$ cat config.mk
export PLATFORM = sky130hd
export DESIGN_NAME = sync_fifo_flags
export DESIGN_NICKNAME = d
export VERILOG_FILES = /design/src/rtl/sync_fifo_flags.sv
export SDC_FILE = /design/constraint.sdc
export NUM_CORES = 1
export LEC_CHECK = 0
export ABC_AREA = 1
export ABC_CLOCK_PERIOD_IN_PS = 4500
export CORE_MARGIN = 2
export CORE_UTILIZATION = 49
export DETAILED_ROUTE_END_ITERATION = 8
export DONT_BUFFER_PORTS = 1
export GPL_TIMING_DRIVEN = 0
export PLACE_DENSITY_LB_ADDON = 0.2
export SLEW_MARGIN = 15
export SYNTH_ARGS = -nofsm -noshare
export SYNTH_HDL_FRONTEND = slang
export SYNTH_SLANG_ARGS = --single-unit
export TNS_END_PERCENT = 30
$ cat constraint.sdc
create_clock -name clk -period 4.5 [get_ports clk]
set_clock_uncertainty 0.05 [all_clocks]
set_input_delay 0.45 -clock clk [delete_from_list [all_inputs] [get_ports clk]]
set_output_delay 0.45 -clock clk [all_outputs]
set_load 0.02 [all_outputs]
$ cat src/rtl/sync_fifo_flags.sv
// sync_fifo_flags: single-clock FIFO with occupancy count, programmable
// almost-full / almost-empty flags and an optional first-word-fall-through read.
//
// Ports:
//   clk, rst_n          clock (rising edge), asynchronous active-low reset
//   wr_en, din          write request and data
//   rd_en, dout         read request and data
//   full, empty         registered, derived from the stored count only
//   almost_full         count >= AFULL_TH
//   almost_empty        count <= AEMPTY_TH
//   count               stored entries, 0..DEPTH
//   overflow, underflow sticky error flags       (SYNC_FIFO_ERR_FLAGS_EN only)
//   err_clr             clears the sticky flags  (SYNC_FIFO_ERR_FLAGS_EN only)
//
// Build option: define SYNC_FIFO_ERR_FLAGS_EN to add the sticky error flags.
// FWFT = 0 gives a registered read (dout valid one cycle after rd_en);
// FWFT = 1 presents the head word on dout whenever the FIFO is not empty.
module sync_fifo_flags #(
  parameter int unsigned WIDTH      = 8,
  parameter int unsigned DEPTH_LOG2 = 6,
  parameter int unsigned AFULL_TH   = 56,
  parameter int unsigned AEMPTY_TH  = 8,
  parameter int unsigned FWFT       = 0
) (
  input  logic                  clk,
  input  logic                  rst_n,
  input  logic                  wr_en,
  input  logic [WIDTH-1:0]      din,
  input  logic                  rd_en,
  output logic [WIDTH-1:0]      dout,
  output logic                  full,
  output logic                  empty,
  output logic                  almost_full,
  output logic                  almost_empty,
  output logic [DEPTH_LOG2:0]   count
`ifdef SYNC_FIFO_ERR_FLAGS_EN
  ,
  output logic                  overflow,
  output logic                  underflow,
  input  logic                  err_clr
`endif
);

  localparam int unsigned DEPTH = 1 << DEPTH_LOG2;
  localparam int unsigned PW    = DEPTH_LOG2 + 1;

  localparam logic [PW-1:0] DepthCnt  = PW'(DEPTH);
  localparam logic [PW-1:0] AfullCnt  = PW'(AFULL_TH);
  localparam logic [PW-1:0] AemptyCnt = PW'(AEMPTY_TH);

  logic [WIDTH-1:0] mem_q [DEPTH];

  logic [PW-1:0] wr_ptr_q, wr_ptr_d;
  logic [PW-1:0] rd_ptr_q, rd_ptr_d;
  logic [PW-1:0] count_q, count_d;
  logic          full_q, full_d;
  logic          empty_q, empty_d;
  logic          afull_q, afull_d;
  logic          aempty_q, aempty_d;
  logic          rd_acc, wr_acc;

  logic [DEPTH_LOG2-1:0] wr_addr, rd_addr;

  // The MSB of each pointer is a wrap bit; only the low bits address storage.
  assign wr_addr = wr_ptr_q[DEPTH_LOG2-1:0];
  assign rd_addr = rd_ptr_q[DEPTH_LOG2-1:0];

  always_comb begin
    rd_acc = rd_en & ~empty_q;
    // When full, a write is only taken alongside a read that frees a slot.
    wr_acc = wr_en & (~full_q | rd_acc);

    wr_ptr_d = wr_ptr_q + PW'(wr_acc);
    rd_ptr_d = rd_ptr_q + PW'(rd_acc);

    count_d = count_q;
    if (wr_acc && !rd_acc) begin
      count_d = count_q + PW'(1);
    end else if (rd_acc && !wr_acc) begin
      count_d = count_q - PW'(1);
    end

    // All flags come from the next count so they land together with it.
    full_d   = (count_d == DepthCnt);
    empty_d  = (count_d == '0);
    afull_d  = (count_d >= AfullCnt);
    aempty_d = (count_d <= AemptyCnt);
  end

  always_ff @(posedge clk or negedge rst_n) begin
    if (!rst_n) begin
      wr_ptr_q <= '0;
      rd_ptr_q <= '0;
      count_q  <= '0;
      full_q   <= 1'b0;
      empty_q  <= 1'b1;
      afull_q  <= 1'b0;
      aempty_q <= 1'b1;
    end else begin
      wr_ptr_q <= wr_ptr_d;
      rd_ptr_q <= rd_ptr_d;
      count_q  <= count_d;
      full_q   <= full_d;
      empty_q  <= empty_d;
      afull_q  <= afull_d;
      aempty_q <= aempty_d;
    end
  end

  // Storage is intentionally not reset.
  always_ff @(posedge clk) begin
    if (wr_acc) begin
      mem_q[wr_addr] <= din;
    end
  end

  generate
    if (FWFT != 0) begin : g_fwft
      // Gate to zero while empty so dout reads 0 out of reset.
      assign dout = empty_q ? '0 : mem_q[rd_addr];
    end else begin : g_reg_read
      logic [WIDTH-1:0] dout_q, dout_d;

      always_comb begin
        dout_d = dout_q;
        if (rd_acc) begin
          dout_d = mem_q[rd_addr];
        end
      end

      always_ff @(posedge clk or negedge rst_n) begin
        if (!rst_n) begin
          dout_q <= '0;
        end else begin
          dout_q <= dout_d;
        end
      end

      assign dout = dout_q;
    end
  endgenerate

`ifdef SYNC_FIFO_ERR_FLAGS_EN
  logic overflow_q, overflow_d;
  logic underflow_q, underflow_d;

  // A set event in the same cycle as err_clr wins over the clear.
  always_comb begin
    overflow_d  = overflow_q & ~err_clr;
    underflow_d = underflow_q & ~err_clr;
    if (wr_en && !wr_acc) begin
      overflow_d = 1'b1;
    end
    if (rd_en && empty_q) begin
      underflow_d = 1'b1;
    end
  end

  always_ff @(posedge clk or negedge rst_n) begin
    if (!rst_n) begin
      overflow_q  <= 1'b0;
      underflow_q <= 1'b0;
    end else begin
      overflow_q  <= overflow_d;
      underflow_q <= underflow_d;
    end
  end

  assign overflow  = overflow_q;
  assign underflow = underflow_q;
`endif

  assign full         = full_q;
  assign empty        = empty_q;
  assign almost_full  = afull_q;
  assign almost_empty = aempty_q;
  assign count        = count_q;

endmodule

==> flow_summary.json <==
{
  "worstPathMaxFanout": 10,
  "routed_wirelength_um": 61900,
  "synthFlopType": "edfxtp_1",
  "cpMaxStageDelayCell": "nor2_1",
  "leakage_nw": 10.2,
  "grt_pass1_vias": 15300,
  "synth_top_area_cell": "edfxtp_1",
  "ys_seq_elements": 543,
  "hp-class": "input pin to register",
  "post-place-ws_ns": 1.35,
  "drt_iter0_markers": 1767,
  "crit_buf_inv": 1,
  "dp.cells": 2756,
  "setup_viol": 0,
  "synthDistinctLibCells": 32,
  "clock_latency_ns": 0.62,
  "yosys_warnings": 0,
  "crit_required_ns": 4.67,
  "io_buffers": 0,
  "worstPathCellList": "inv_1 -> nand2_2 -> a21oi_4 -> nand4_1 -> nor2_1",
  "cts_resized": 0,
  "cts_sinks": 543,
  "die_h_um": 221,
  "row_count": 79,
  "path_class": "register to register",
  "gp_congestion": 0.964,
  "max_cap_violations": 0,
  "crit_path_start_kind": "register",
  "grt_max_degree": 65,
  "first_pass_iters": 6,
  "async_reset_ff_frac": 0.0571,
  "cts_buffers": 55,
  "crit_family": "simple AND/OR/NAND/NOR gates",
  "clk_pin_slew_worst_paths_ns": 0.06,
  "worstSetupEndpointType": "register",
  "grt_first_pass_wirelength_um": 92900,
  "finalHoldViolations": 0,
  "syn_to_final_growth_pct": 12.3,
  "rsz0062_at_grt": "no",
  "yosysTopAreaCellShare": 0.667,
  "core_region_area_sq_um": 46500,
  "yosysMostFrequentCell": "nand2_1",
  "setup_ws_ns": 1.33,
  "dpl-instance-area_sq_um": 23800,
  "max-vdd-ir-drop_mv": 0.352,
  "avgRoutedWirePerCell_um": 21.6,
  "worstPathArrival_ns": 3.34,
  "grt_overflow": 0,
  "cts_setup_buffers": 0,
  "antenna_found_initial": 0,
  "drive_gt1_frac": 0.0747,
  "fin_crit_sh": 0.705,
  "worst_pin_slew_ns": 1.04,
  "cts_tree": "done",
  "r2r_start": "empty",
  "drc": 0,
  "vias": 15800,
  "antenna-diode-count": 0,
  "cts-root-buf": "clkbuf_16",
  "synth_nets": 2167,
  "tns_ns": 0,
  "ant_nets": 0,
  "fp.dieW_um": 221,
  "fin_crit_ns": 3.17,
  "synth_edf_count": 512,
  "yosysSeqAreaShare": 0.701,
  "synth_area_leaders": "edfxtp_1 (67%), nand2_1 (12%), nand3_1 (6.3%)",
  "grt_use_total": 0.255,
  "synth_commonest_cells": "nand2_1 (745), edfxtp_1 (512), nand3_1 (292), inv_1 (183), nor2_1 (156)",
  "place_hpwl_um": 40400,
  "crit_start": "empty",
  "drt-vias-per-instance": 5.49,
  "instances_no_fill": 2869,
  "slowest_delay_ns": 1.00,
  "holdBufCountCts": 10,
  "drv_slew": 0,
  "netlist_instances": 2149,
  "status": "completed",
  "slew_headroom": 0.306,
  "holdWs_ns": 0.0509,
  "die_area_sq_um": 48800,
  "power_density_nw_per_um2": 638,
  "synth_area_sq_um": 23000,
  "clockBufferDepth": 3,
  "start_util": 0.496,
  "clock.fmax_ghz": 0.315,
  "ios": 31,
  "nets": 2234,
  "finalInstanceArea_sq_um": 25900,
  "synth.avg_cell_area_sq_um": 10.7,
  "htreeDepth": 2,
  "hp-start": "wr_en"
}
final timing paths:
kind                                end  slack, ns  depth (start not counted)
setup / recovery           mem_q[44][0]       1.33                          5
max in group asynchronous         empty       3.86                          2
min in group asynchronous       dout[2]       0.29                          2
setup reg to reg           mem_q[44][0]       1.33                          5
hold reg to reg             rd_ptr_q[0]       0.46                          1
hold / removal                 count[1]       0.05                          4
cells by family (layout without fill, tap and decap cells):
| group | Yosys count | after routing | synth area share |
|---|---|---|---|
| AOI/OAI and AO/OA | 78 | 78 | 0.0201 |
| xor gates and xnor gates | 12 | 12 | 0.00456 |
| adders and majority gates | 6 | 6 | 0.00326 |
| buffers and inverters | 297 | 410 | 0.0549 |
| DFF | 543 | 543 | 0.701 |
| and+or+nand+nor | 1213 | 1213 | 0.216 |
cell type report:
| cell class | instances | area [sq um] |
|---|---|---|
| Sequential cell | 543 | 16200 |
| Timing Repair Buffer | 10 | 250 |
| Clock buffer | 82 | 1580 |
| Clock inverter | 21 | 234 |
| Fill cell | 3965 | 20600 |
| Tap cell | 607 | 759 |
| Buffer | 108 | 552 |
| Multi-Input combinational cell | 1309 | 5620 |
| Inverter | 189 | 713 |
placed cells by master (no fill, tap or decap), drive strengths merged, types with 10 or more instances in the layout:
cell type / n
xor2: 10
clkbuf: 113
nor2: 157
inv: 187
nand4: 10
buf: 86
edfxtp: 512
nand2: 749
clkinv: 18
dfrtp: 29
o211ai: 24
o21ai: 19
nand3: 293
a21oi: 34
sequential cells by signal (all words and copies together), names as in the netlist:
signal,cells
dout,8
wr_ptr_q,6
empty,1
rd_ptr_q,6
mem_q,512
count,7
almost_full,1
full,1
almost_empty,1
through the flow:
stage	utilization	power, W
floorplan	-	0.00974
global placement	0.512	0.0117
detailed placement	0.512	0.0118
CTS	0.557	0.0165
global route	0.557	0.0173
finish	0.557	0.0165
per-layer routing:
metal,up-vias,part of all wire,GRT usage
met5,-,0,0
met4,0,0.032,0.0849
met3,119,0.089,0.0482
met2,698,0.46,0.407
met1,7622,0.41,0.354
li1,7321,-,-
power by group:
| group | leakage, nW | switching [W] | internal (W) |
|---|---|---|---|
| Clock | 0.885 | 0.00188 | 0.00270 |
| Sequential | 4.97 | 0.000256 | 0.00584 |
| Combinational | 4.33 | 0.00427 | 0.00156 |
worst register-to-register path: stages, from the launching register on:
cell     delay [ns]
dfstp_2        0.42
inv_1          0.08
nand2_2        0.07
a21oi_4        0.31
nand4_1        0.85
nor2_1         1.01
No activity file was read; power rests on OpenSTA's default activity.
